==> src/rtl/sa_pkg.sv <==
// sa_pkg: shared types and constants for the 4x4 systolic matmul sequencer.
//   - sa_state_e  : sequencer FSM state encoding
//   - geometry    : array size, instruction/K width, bank column and output address widths
//   - skew        : per-job column padding (first job is one column shorter)
//   - job_len()   : number of bank columns a job streams
package sa_pkg;

  localparam int ROWS      = 4;
  localparam int COLS      = 4;
  localparam int K_W       = 5;
  localparam int COL_W     = 8;
  localparam int OUT_AW    = 7;
  localparam int INSTR_AW  = 3;
  localparam int DRAIN_CYC = 2;
  localparam int SEL_W     = $clog2(ROWS * COLS);

  // Column lengths/bases carry one extra bit so col_base+len never wraps.
  localparam logic [COL_W:0] SKEW_FIRST = (COL_W + 1)'(6);
  localparam logic [COL_W:0] SKEW_NEXT  = (COL_W + 1)'(7);
  localparam logic [COL_W:0] COL_SPAN   = {1'b1, {COL_W{1'b0}}};

  localparam logic [INSTR_AW-1:0] LAST_SLOT  = '1;
  localparam logic [SEL_W-1:0]    SEL_LAST   = '1;
  localparam logic [1:0]          DRAIN_LOAD = 2'(DRAIN_CYC);

  typedef enum logic [2:0] {
    IDLE,
    FETCH,
    DECODE,
    CLEAR,
    STREAM,
    DRAIN,
    WRITE,
    DONE
  } sa_state_e;

  function automatic logic [COL_W:0] job_len(input logic [K_W-1:0] k, input logic first);
    return {{(COL_W + 1 - K_W){1'b0}}, k} + (first ? SKEW_FIRST : SKEW_NEXT);
  endfunction

endpackage

==> src/rtl/sa_col_gen.sv <==
// sa_col_gen: loadable column counter driving the A/B bank read port.
//   clk, rst   : clock, synchronous active-low reset
//   start      : load base/len; reads begin on the following cycle
//   base       : first column of the burst
//   len        : number of columns in the burst (>= 1)
//   mem_col    : column address presented to every bank (0 when not reading)
//   mem_rd_en  : read strobe, high for exactly len cycles after start
//   last       : high on the final read cycle of the burst
module sa_col_gen
  import sa_pkg::*;
(
  input  logic             clk,
  input  logic             rst,
  input  logic             start,
  input  logic [COL_W-1:0] base,
  input  logic [COL_W:0]   len,
  output logic [COL_W-1:0] mem_col,
  output logic             mem_rd_en,
  output logic             last
);

  // Reads still owed after the current one; burst ends at terminal count 0.
  logic [COL_W:0] remain;

  always_ff @(posedge clk) begin
    if (!rst) begin
      mem_col   <= '0;
      mem_rd_en <= 1'b0;
      remain    <= '0;
    end else if (start) begin
      mem_col   <= base;
      mem_rd_en <= (len != '0);
      remain    <= len - 1'b1;
    end else if (mem_rd_en) begin
      if (remain == '0) begin
        mem_rd_en <= 1'b0;
        mem_col   <= '0;
      end else begin
        mem_col <= mem_col + 1'b1;
        remain  <= remain - 1'b1;
      end
    end
  end

  assign last = mem_rd_en && (remain == '0);

endmodule

==> src/rtl/sa_sequencer.sv <==
// sa_sequencer: central controller for the 4x4 systolic matmul core.
// Walks instruction memory on ap_start; every nonzero entry is one job of inner
// dimension K. Each job clears the array, streams pre-skewed bank columns,
// waits for the array to drain and writes the 16 accumulators to 16*job.
//   clk, rst    : clock, synchronous active-low reset (aborts silently)
//   ap_start    : start pulse, only honoured in IDLE
//   ap_done     : 1-cycle pulse when the list ends (terminator or overflow)
//   busy        : high outside IDLE
//   err         : sticky column-overflow flag, cleared by an accepted start
//   instr_addr  : instruction read address (data returns one cycle later)
//   instr_data  : instruction read data (K)
//   curr_instr  : K of the job in progress, 0 when finished
//   mem_rd_en   : bank read strobe, mem_col : bank column address
//   arr_clr     : accumulator clear pulse, arr_en : array MAC/shift enable
//   out_sel     : PE result select, out_addr : output address, out_we : write enable
//
// state  | meaning
// -------+---------------------------------------------------------------
// IDLE   | waiting for ap_start
// FETCH  | instr_addr = job, read issued
// DECODE | K available; pick terminate / overflow / run
// CLEAR  | arr_clr pulse, column generator loaded
// STREAM | len bank reads, one column per cycle
// DRAIN  | bank + array pipeline latency (1 + DRAIN_CYC cycles)
// WRITE  | 16 result writes, then advance job and col_base
// DONE   | ap_done pulse, back to IDLE
module sa_sequencer
  import sa_pkg::*;
(
  input  logic                clk,
  input  logic                rst,
  input  logic                ap_start,
  output logic                ap_done,
  output logic                busy,
  output logic                err,
  output logic [INSTR_AW-1:0] instr_addr,
  input  logic [K_W-1:0]      instr_data,
  output logic [K_W-1:0]      curr_instr,
  output logic                mem_rd_en,
  output logic [COL_W-1:0]    mem_col,
  output logic                arr_clr,
  output logic                arr_en,
  output logic [SEL_W-1:0]    out_sel,
  output logic [OUT_AW-1:0]   out_addr,
  output logic                out_we
);

  sa_state_e           state;
  logic [INSTR_AW-1:0] job;
  logic [COL_W:0]      col_base;
  logic [COL_W:0]      len_q;
  logic [1:0]          drain_cnt;

  logic [COL_W:0]      len_dec;
  logic [COL_W:0]      end_dec;
  logic                cg_start;
  logic                cg_last;

  assign len_dec  = job_len(instr_data, job == '0);
  assign end_dec  = col_base + len_dec;
  // Loading at the end of CLEAR puts the first read in the first STREAM cycle.
  assign cg_start = (state == CLEAR);

  sa_col_gen u_col_gen (
    .clk       (clk),
    .rst       (rst),
    .start     (cg_start),
    .base      (col_base[COL_W-1:0]),
    .len       (len_q),
    .mem_col   (mem_col),
    .mem_rd_en (mem_rd_en),
    .last      (cg_last)
  );

  always_ff @(posedge clk) begin
    if (!rst) begin
      state      <= IDLE;
      job        <= '0;
      col_base   <= '0;
      len_q      <= '0;
      drain_cnt  <= '0;
      ap_done    <= 1'b0;
      busy       <= 1'b0;
      err        <= 1'b0;
      instr_addr <= '0;
      curr_instr <= '0;
      arr_clr    <= 1'b0;
      arr_en     <= 1'b0;
      out_sel    <= '0;
      out_addr   <= '0;
      out_we     <= 1'b0;
    end else begin
      ap_done <= 1'b0;
      arr_clr <= 1'b0;
      // Banks return data one cycle after the strobe.
      arr_en  <= mem_rd_en;

      case (state)
        IDLE: begin
          if (ap_start) begin
            job        <= '0;
            col_base   <= '0;
            err        <= 1'b0;
            busy       <= 1'b1;
            instr_addr <= '0;
            state      <= FETCH;
          end
        end

        FETCH: begin
          instr_addr <= '0;
          state      <= DECODE;
        end

        DECODE: begin
          if (instr_data == '0 || job == LAST_SLOT) begin
            ap_done    <= 1'b1;
            curr_instr <= '0;
            state      <= DONE;
          end else if (end_dec > COL_SPAN) begin
            err        <= 1'b1;
            ap_done    <= 1'b1;
            curr_instr <= '0;
            state      <= DONE;
          end else begin
            len_q      <= len_dec;
            curr_instr <= instr_data;
            arr_clr    <= 1'b1;
            state      <= CLEAR;
          end
        end

        CLEAR: begin
          state <= STREAM;
        end

        STREAM: begin
          if (cg_last) begin
            drain_cnt <= DRAIN_LOAD;
            state     <= DRAIN;
          end
        end

        DRAIN: begin
          if (drain_cnt == '0) begin
            out_we   <= 1'b1;
            out_sel  <= '0;
            out_addr <= {job, {SEL_W{1'b0}}};
            state    <= WRITE;
          end else begin
            drain_cnt <= drain_cnt - 1'b1;
          end
        end

        WRITE: begin
          if (out_sel == SEL_LAST) begin
            out_we     <= 1'b0;
            out_sel    <= '0;
            out_addr   <= '0;
            col_base   <= col_base + len_q;
            job        <= job + 1'b1;
            instr_addr <= job + 1'b1;
            state      <= FETCH;
          end else begin
            out_sel  <= out_sel + 1'b1;
            out_addr <= out_addr + 1'b1;
          end
        end

        DONE: begin
          busy  <= 1'b0;
          state <= IDLE;
        end

        default: begin
          state <= IDLE;
        end
      endcase
    end
  end

endmodule
==> config.mk <==
export PLATFORM = sky130hd
export DESIGN_NAME = sa_sequencer
export DESIGN_NICKNAME = d
export VERILOG_FILES = /design/src/rtl/sa_pkg.sv /design/src/rtl/sa_col_gen.sv /design/src/rtl/sa_sequencer.sv
export SDC_FILE = /design/constraint.sdc
export NUM_CORES = 1
export LEC_CHECK = 0
export ABC_AREA = 1
export ABC_CLOCK_PERIOD_IN_PS = 7100
export BUFFER_PORTS_ARGS = -buffer_cell sky130_fd_sc_hd__buf_2
export CORE_MARGIN = 3
export CORE_UTILIZATION = 64
export DETAILED_ROUTE_END_ITERATION = 6
export PLACE_DENSITY_LB_ADDON = 0.15
export SLEW_MARGIN = 20
export SYNTH_ARGS = -nofsm -noshare
export SYNTH_HDL_FRONTEND = slang
export SYNTH_SLANG_ARGS = --single-unit
==> constraint.sdc <==
create_clock -name clk -period 7.1 [get_ports clk]
set_input_delay 0.71 -clock clk [delete_from_list [all_inputs] [get_ports clk]]
set_output_delay 0.71 -clock clk [all_outputs]
set_load 0.05 [all_outputs]
==> results.ini, run 1 <==
[status]
outcome=finished, final reports clean

[route]
drtPass1Iterations=5
routed_wl_um=8780
postRouteAntennaNets=0
wl_per_cell_um=12.6
drc=0
vias=3744
drt_iter0_markers=208
drt-vias-per-instance=5.37

[clock_tree]
cts_made_buffers=9
clk_pin_slew_ns=0.08
cts_resized=0
hold_buffers=0
htreeDepth=3
postCtsSetupBuffers=0
cts_tree=yes
ctsRootBufferMaster=clkbuf_8
cts_buffer_depth=2
clk-insertion-delay-late_ns=0.35
clock_sinks=66

[global_route]
antenna_found_initial=0
grt_overflow=0
grt_max_degree=32
grt_pass1_vias=3423
grt_pass1_wl_um=15300
track_usage_pct=26.0

[critical_path]
critPathMaxStageDelay_ns=0.41
crit_path_start_kind=flop
critPathKind=reg -> reg
cp.arrival_ns=3.34
critPathRequiredTime_ns=7.39
endpoint_kind=flop
cp_cell_sequence=inv_1, ha_1, nand2_1, ha_1, inv_1, ha_1, nand2_1, nand2_1, xor2_1, inv_1, ha_1, nand2_1, nand2_1, a21oi_1, nand2_1, nand2_1, nand2_1, nor2_1, nand2_1, nand2_2, nand3_2, nand2_1, nand2_1, nor2_1
cp_common_cell=nand2_1
crit_slowest_cell=dfxtp_1
cp_max_fo=11

[floorplan]
fp.dieH_um=84.7
io_pins=42
dieArea_sq_um=7180
core-area_sq_um=5960
die_w_um=84.7
initial_utilization_pct=66.6
rows=28

[finish]
antenna_cells=0
syn_to_final_growth_pct=11.1
drive_gt1_share_pct=14.6
finalNetCount=649

[timing]
final.setup.tns_ns=0
tightest_slew_ns=1.06
report.final.hold_viol_count=0
slew_violations=0
finalCriticalPeriod_ns=3.05
max_freq_mhz=328
period_share_pct=43.0
rsz0062_at_grt=no
setup_violations=0
skew_ns=0.00710
slew_headroom_pct=29.3

[yosys]
synth_area_leaders=dfxtp_1 (33%), nand2_1 (15%), inv_1 (7.9%), ha_1 (6.9%), a21oi_1 (6.8%)
post-synth-top-area-fraction_pct=33.3
yosysWarnings=0
synthArstFlopShare_pct=0
syn_avg_cell_area_sq_um=6.89
synth_most_common_cell=nand2_1
ys_ff_latch=66
yosys-top-cells-count=nand2_1 (157), inv_1 (84), dfxtp_1 (66), a21oi_1 (54), nor2_1 (49)
synth-edff-count=0
yosysUniqueCellTypes=47
seq_area_frac_synth_pct=33.3
synth_top_area_cell=dfxtp_1
syn_nets=608
synth_top_flop_cell=dfxtp_1
syn-cell-area_sq_um=3970
synth_cells=576

[run]
drv_cap=0

[pwr]
powerDensity_nw_per_um2=273
power_w=0.00120
p_leak_nw=2.22
ir_drop_mv=0.230

[placed_design]
dp_hpwl_um=6540
gp_congestion=0.871
io_buffers=41

[min_path]
hp-class=reg -> reg

==> through the flow <==
stage | cells | hold slack, ns | utilization (%) | setup slack (ns) | cell area [sq um]
6_report | 697 | 0.453 | 74.0 | 4.05 | 4410
5_1_grt | 697 | 0.481 | 74.0 | 3.74 | 4410
4_1_cts | 697 | 0.453 | 74.0 | 4.05 | 4410
3_5_place_dp | 681 | 0.437 | 70.4 | 3.93 | 4200
3_3_place_gp | 681 | 0.432 | 70.4 | 4.02 | 4200
2_1_floorplan | 576 | 0.441 | - | 4.27 | 3970
==> path summary, 6_finish.rpt <==
kind | startpoint | endpoint | slack, ns | depth (start not counted)
worst max-delay path | job[0] | len_q[0] | 4.05 | 24
worst min-delay path | curr_instr[0] | curr_instr[0] | 0.45 | 2
worst max register to register | job[0] | len_q[0] | 4.05 | 24
worst min register to register | curr_instr[0] | curr_instr[0] | 0.45 | 2
==> kinds of logic (layout without fill, tap and decap cells) <==
kind of cell,count (synthesis),in the layout,share of synthesized area [%]
flip-flops,66,66,33.3
buffers and inverters,101,147,10.4
AND/OR/NAND/NOR,272,272,30.5
adder cells (fa/ha/maj),24,24,7.95
XOR/XNOR,9,9,1.99
AO/OA/AOI/OAI,104,104,15.9
==> sequential cells by signal, indices dropped and copies added (netlist names) <==
name / cells
curr_instr: 5
ap_done: 1
state: 3
busy: 1
arr_en: 1
out_sel: 4
job: 3
u_col_gen.mem_rd_en: 1
arr_clr: 1
instr_addr: 3
err: 1
drain_cnt: 2
out_we: 1
len_q: 6
out_addr: 7
col_base: 9
u_col_gen.mem_col: 8
u_col_gen.remain: 9
==> per-layer routing <==
layer / global-route usage [%] / share of wire (%) / vias up
li1: - / - / 1933
met1: 33.2 / 46 / 1716
met2: 43.6 / 48 / 81
met3: 5.40 / 5.1 / 14
met4: 8.78 / 1.7 / 0
met5: 0 / 0 / -
==> critical path, delay by kind of cell, from the launching register on <==
kind,cells,cell delay [ns]
buf+inv,3,0.22
xor+xnor,1,0.12
simple gates,15,1.23
compound gates,1,0.16
flops,1,0.41
fa+ha+maj,4,0.86
==> where the power goes <==
part           switching [W]  total, W  internal, W
Sequential         0.0000407  0.000452     0.000411
Combinational       0.000296  0.000415     0.000120
Clock               0.000155  0.000337     0.000182
Total               0.000491   0.00120     0.000713
==> layout by cell type (no fill, tap or decap), types with 8 or more instances in the layout <==
master    instances
a21oi_1          54
nand2_1         157
ha_1             22
inv_1            84
o21ai_0          19
nand3_1          37
buf_2            41
dfxtp_1          66
nor2_1           49
clkbuf_8         11
nor2_4            8
==> area by class of cell <==
class | instances | area, sq um
flip-flops and latches | 66 | 1320
multi-input cells | 409 | 2230
well taps | 75 | 93.8
inverters | 90 | 340
fillers | 487 | 1550
repair buffers | 41 | 205
clock buffers | 11 | 151
clock inverters | 5 | 62.6
Note: power is estimated with default switching activity, not from simulation.
==> inputs of run 2 (changes only) <==
--- a/config.mk
+++ b/config.mk
@@ -6,10 +6,10 @@
 export NUM_CORES = 1
 export LEC_CHECK = 0
 export ABC_AREA = 1
-export ABC_CLOCK_PERIOD_IN_PS = 7100
+export ABC_CLOCK_PERIOD_IN_PS = 2500
 export BUFFER_PORTS_ARGS = -buffer_cell sky130_fd_sc_hd__buf_2
 export CORE_MARGIN = 3
-export CORE_UTILIZATION = 64
+export CORE_UTILIZATION = 53
 export DETAILED_ROUTE_END_ITERATION = 6
 export PLACE_DENSITY_LB_ADDON = 0.15
 export SLEW_MARGIN = 20
==> constraint.sdc (replaced) <==
create_clock -name clk -period 2.5 [get_ports clk]
set_input_delay 0.25 -clock clk [delete_from_list [all_inputs] [get_ports clk]]
set_output_delay 0.25 -clock clk [all_outputs]
set_load 0.05 [all_outputs]
==> results.ini, run 2 (synthesized netlist as in run 1, its figures left out) <==
[status]
outcome=finished with violations  ; was finished, final reports clean
failed_checks=setup timing

[placed_design]
place_inst=721  ; was 681
gp_congestion=0.857  ; was 0.871
dp_hpwl_um=7070  ; was 6540 um
pre_cts_slack_ns=-0.258  ; was 3.93 ns
io_buffers=41  ; unchanged

[clock_tree]
ctsRootBufferMaster=clkbuf_8  ; unchanged
cts_buffer_depth=2  ; unchanged
clk-insertion-delay-late_ns=0.34  ; was 0.35 ns
clock_sinks=66  ; unchanged
htreeDepth=3  ; unchanged
hold_buffers=0  ; unchanged
clk_pin_slew_ns=0.08  ; about the same
cts_tree=yes  ; unchanged
cts_made_buffers=9  ; unchanged

[pwr]
ir_drop_mv=0.514  ; was 0.230 mV
powerDensity_nw_per_um2=722  ; was 273 nW/um^2
power_w=0.00343  ; was 0.00120 W
p_leak_nw=2.33  ; was 2.22 nW

[critical_path]
critPathKind=reg -> reg  ; unchanged
crit_path_start_kind=flop  ; unchanged
critPathRequiredTime_ns=2.75  ; was 7.39 ns
cp_max_fo=5  ; was 11
critPathMaxStageDelay_ns=0.33  ; was 0.41 ns
crit_slowest_cell=dfxtp_2  ; was dfxtp_1
crit_family=simple AND/OR/NAND/NOR gates  ; unchanged
endpoint_kind=flop  ; unchanged
cp_num_buf_inv=4  ; was 3
r2r_cells=17  ; was 24
cp_cell_sequence=inv_2, ha_4, nand2_4, ha_4, inv_2, nand3_1, xnor2_1, inv_2, ha_4, or2_1, nand3_2, nand2_1, and3_1, nor2_1, nand2_4, buf_4, a21oi_1  ; was inv_1, ha_1, nand2_1, ha_1, inv_1, ha_1, nand2_1, nand2_1, xor2_1, inv_1, ha_1, nand2_1, nand2_1, a21oi_1, nand2_1, nand2_1, nand2_1, nor2_1, nand2_1, nand2_2, nand3_2, nand2_1, nand2_1, nor2_1
cp.arrival_ns=2.91  ; was 3.34 ns
cp.depth=17  ; was 24

[timing]
slew_headroom_pct=67.0  ; was 29.3%
final.setup.worst_slack_ns=-0.152  ; was 4.05 ns
report.final.hold_viol_count=0  ; unchanged
skew_ns=0.0122  ; was 0.00710 ns
tightest_slew_ns=0.488  ; was 1.06 ns
setup_violations=15  ; was 0
period_share_pct=106  ; was 43.0%
slew_violations=0  ; unchanged
rsz0062_at_grt=yes  ; was no
max_freq_mhz=377  ; was 328 MHz
finalCriticalPeriod_ns=2.65  ; was 3.05 ns

[floorplan]
io_pins=42  ; unchanged
fp.dieH_um=92.5  ; was 84.7 um
dieArea_sq_um=8560  ; was 7180 sq um
die_w_um=92.5  ; was 84.7 um
core-area_sq_um=7020  ; was 5960 sq um
rows=30  ; was 28
initial_utilization_pct=56.5  ; was 66.6%

[finish]
stdcell_count=741  ; was 697
drive_gt1_share_pct=21.9  ; was 14.6%
final_common_cell=nand2_1  ; unchanged
final_util_pct=67.7  ; was 74.0%
finalNetCount=672  ; was 649
fill_cells=631  ; was 487
syn_to_final_growth_pct=19.8  ; was 11.1%
multi_input_area_sq_um=2400  ; was 2230 sq um
reg.largest.list=col_base (9), u_col_gen.remain (9), u_col_gen.mem_col (8)  ; unchanged
final_cell_mix=nand2_1 (148), inv_1 (80), dfxtp_1 (64), a21oi_1 (53), nor2_1 (47)  ; was nand2_1 (157), inv_1 (84), dfxtp_1 (66), a21oi_1 (54), nor2_1 (49)
seqCellArea_sq_um=1320  ; about the same
antenna_cells=0  ; unchanged

[route]
wl_per_cell_um=12.9  ; was 12.6 um
drtPass1Iterations=5  ; unchanged
postRouteAntennaNets=0  ; unchanged
routed_wl_um=9590  ; was 8780 um
wl_met2_um=4640  ; was 4180 um
highest_layer=met4  ; unchanged
drc=0  ; unchanged
wl_met3_um=465  ; was 448 um
drt_iter0_markers=202  ; was 208
drt-vias-per-instance=5.13  ; was 5.37
vias=3801  ; was 3,744
wl_met1_um=4320  ; was 4010 um

[global_route]
track_usage_pct=23.4  ; was 26.0%
antenna_found_initial=0  ; unchanged
grt_pass1_vias=3568  ; was 3,423
grt_overflow=0  ; unchanged
grt_max_degree=31  ; was 32
grt_pass1_wl_um=16300  ; was 15,300 um

[min_path]
hp-class=in -> reg  ; was reg -> reg
min_path_cells=3  ; was 2

[run]
drv_cap=0  ; unchanged

## run 2: changes by cell type in the layout (fill, tap and decap cells not counted), moves of 4 or more
cell / previous run / this run
inv_1: 84 / 80
ha_4: 0 / 7
nand2_2: 3 / 9
nand2_1: 157 / 148
buf_4: 0 / 22
inv_2: 5 / 9
ha_1: 22 / 15
## run 2: worst register-to-register path: stages, from the launching register on
cell and delay (ns):
dfxtp_2 0.33, inv_2 0.07, ha_4 0.14, nand2_4 0.05, ha_4 0.15, inv_2 0.06, nand3_1 0.10, xnor2_1 0.18
inv_2 0.09, ha_4 0.23, or2_1 0.24, nand3_2 0.10, nand2_1 0.08, and3_1 0.15, nor2_1 0.16, nand2_4 0.11
buf_4 0.14, a21oi_1 0.18
## run 2: final cells by class
class / instances / area share, %
multi-input cells: 410 / 50.6
clock buffers: 11 / 2.97
repair buffers: 63 / 7.79
clock inverters: 5 / 1.13
well taps: 96 / 2.53
inverters: 90 / 7.16
flip-flops and latches: 66 / 27.8
## run 2: stage by stage
stage	area, sq um	TNS, ns	hold WS [ns]
CTS	4720	-1.88	0.0989
detailed placement	4410	-3.14	0.436
global placement	4410	-2.44	0.434
global route	4750	-5.51	0.134
finish	4750	-1.77	0.111
floorplan	4020	-0.282	0.353
## run 2: report_power, final
group	switching (W)	internal (W)	leakage, nW
Clock	0.000424	0.000485	0.103
Combinational	0.000857	0.000389	1.69
Sequential	0.000110	0.00117	0.534
Total	0.00139	0.00204	2.33
## run 2: final timing paths
path | start | endpoint | slack (ns)
hold reg to reg | curr_instr[4] | curr_instr[4] | 0.45
hold / removal | instr_data[1] | curr_instr[1] | 0.11
setup reg to reg | job[0] | ap_done | -0.15
setup / recovery | job[0] | ap_done | -0.15
## run 2: timing repair
item | 4_1_cts | 5_1_grt
resized for setup | 19 | 7
gates cloned | 0 | 1
buffers inserted | 3 | 0
setup endpoints to repair | 15 | 15
pin swaps | 22 | 8
## run 2: metal layers
layer  up-vias  track usage (%)
li1       1980                -
met5         -                0
met4         0             9.03
met2       102             40.2
met3        19             3.49
met1      1700             29.5
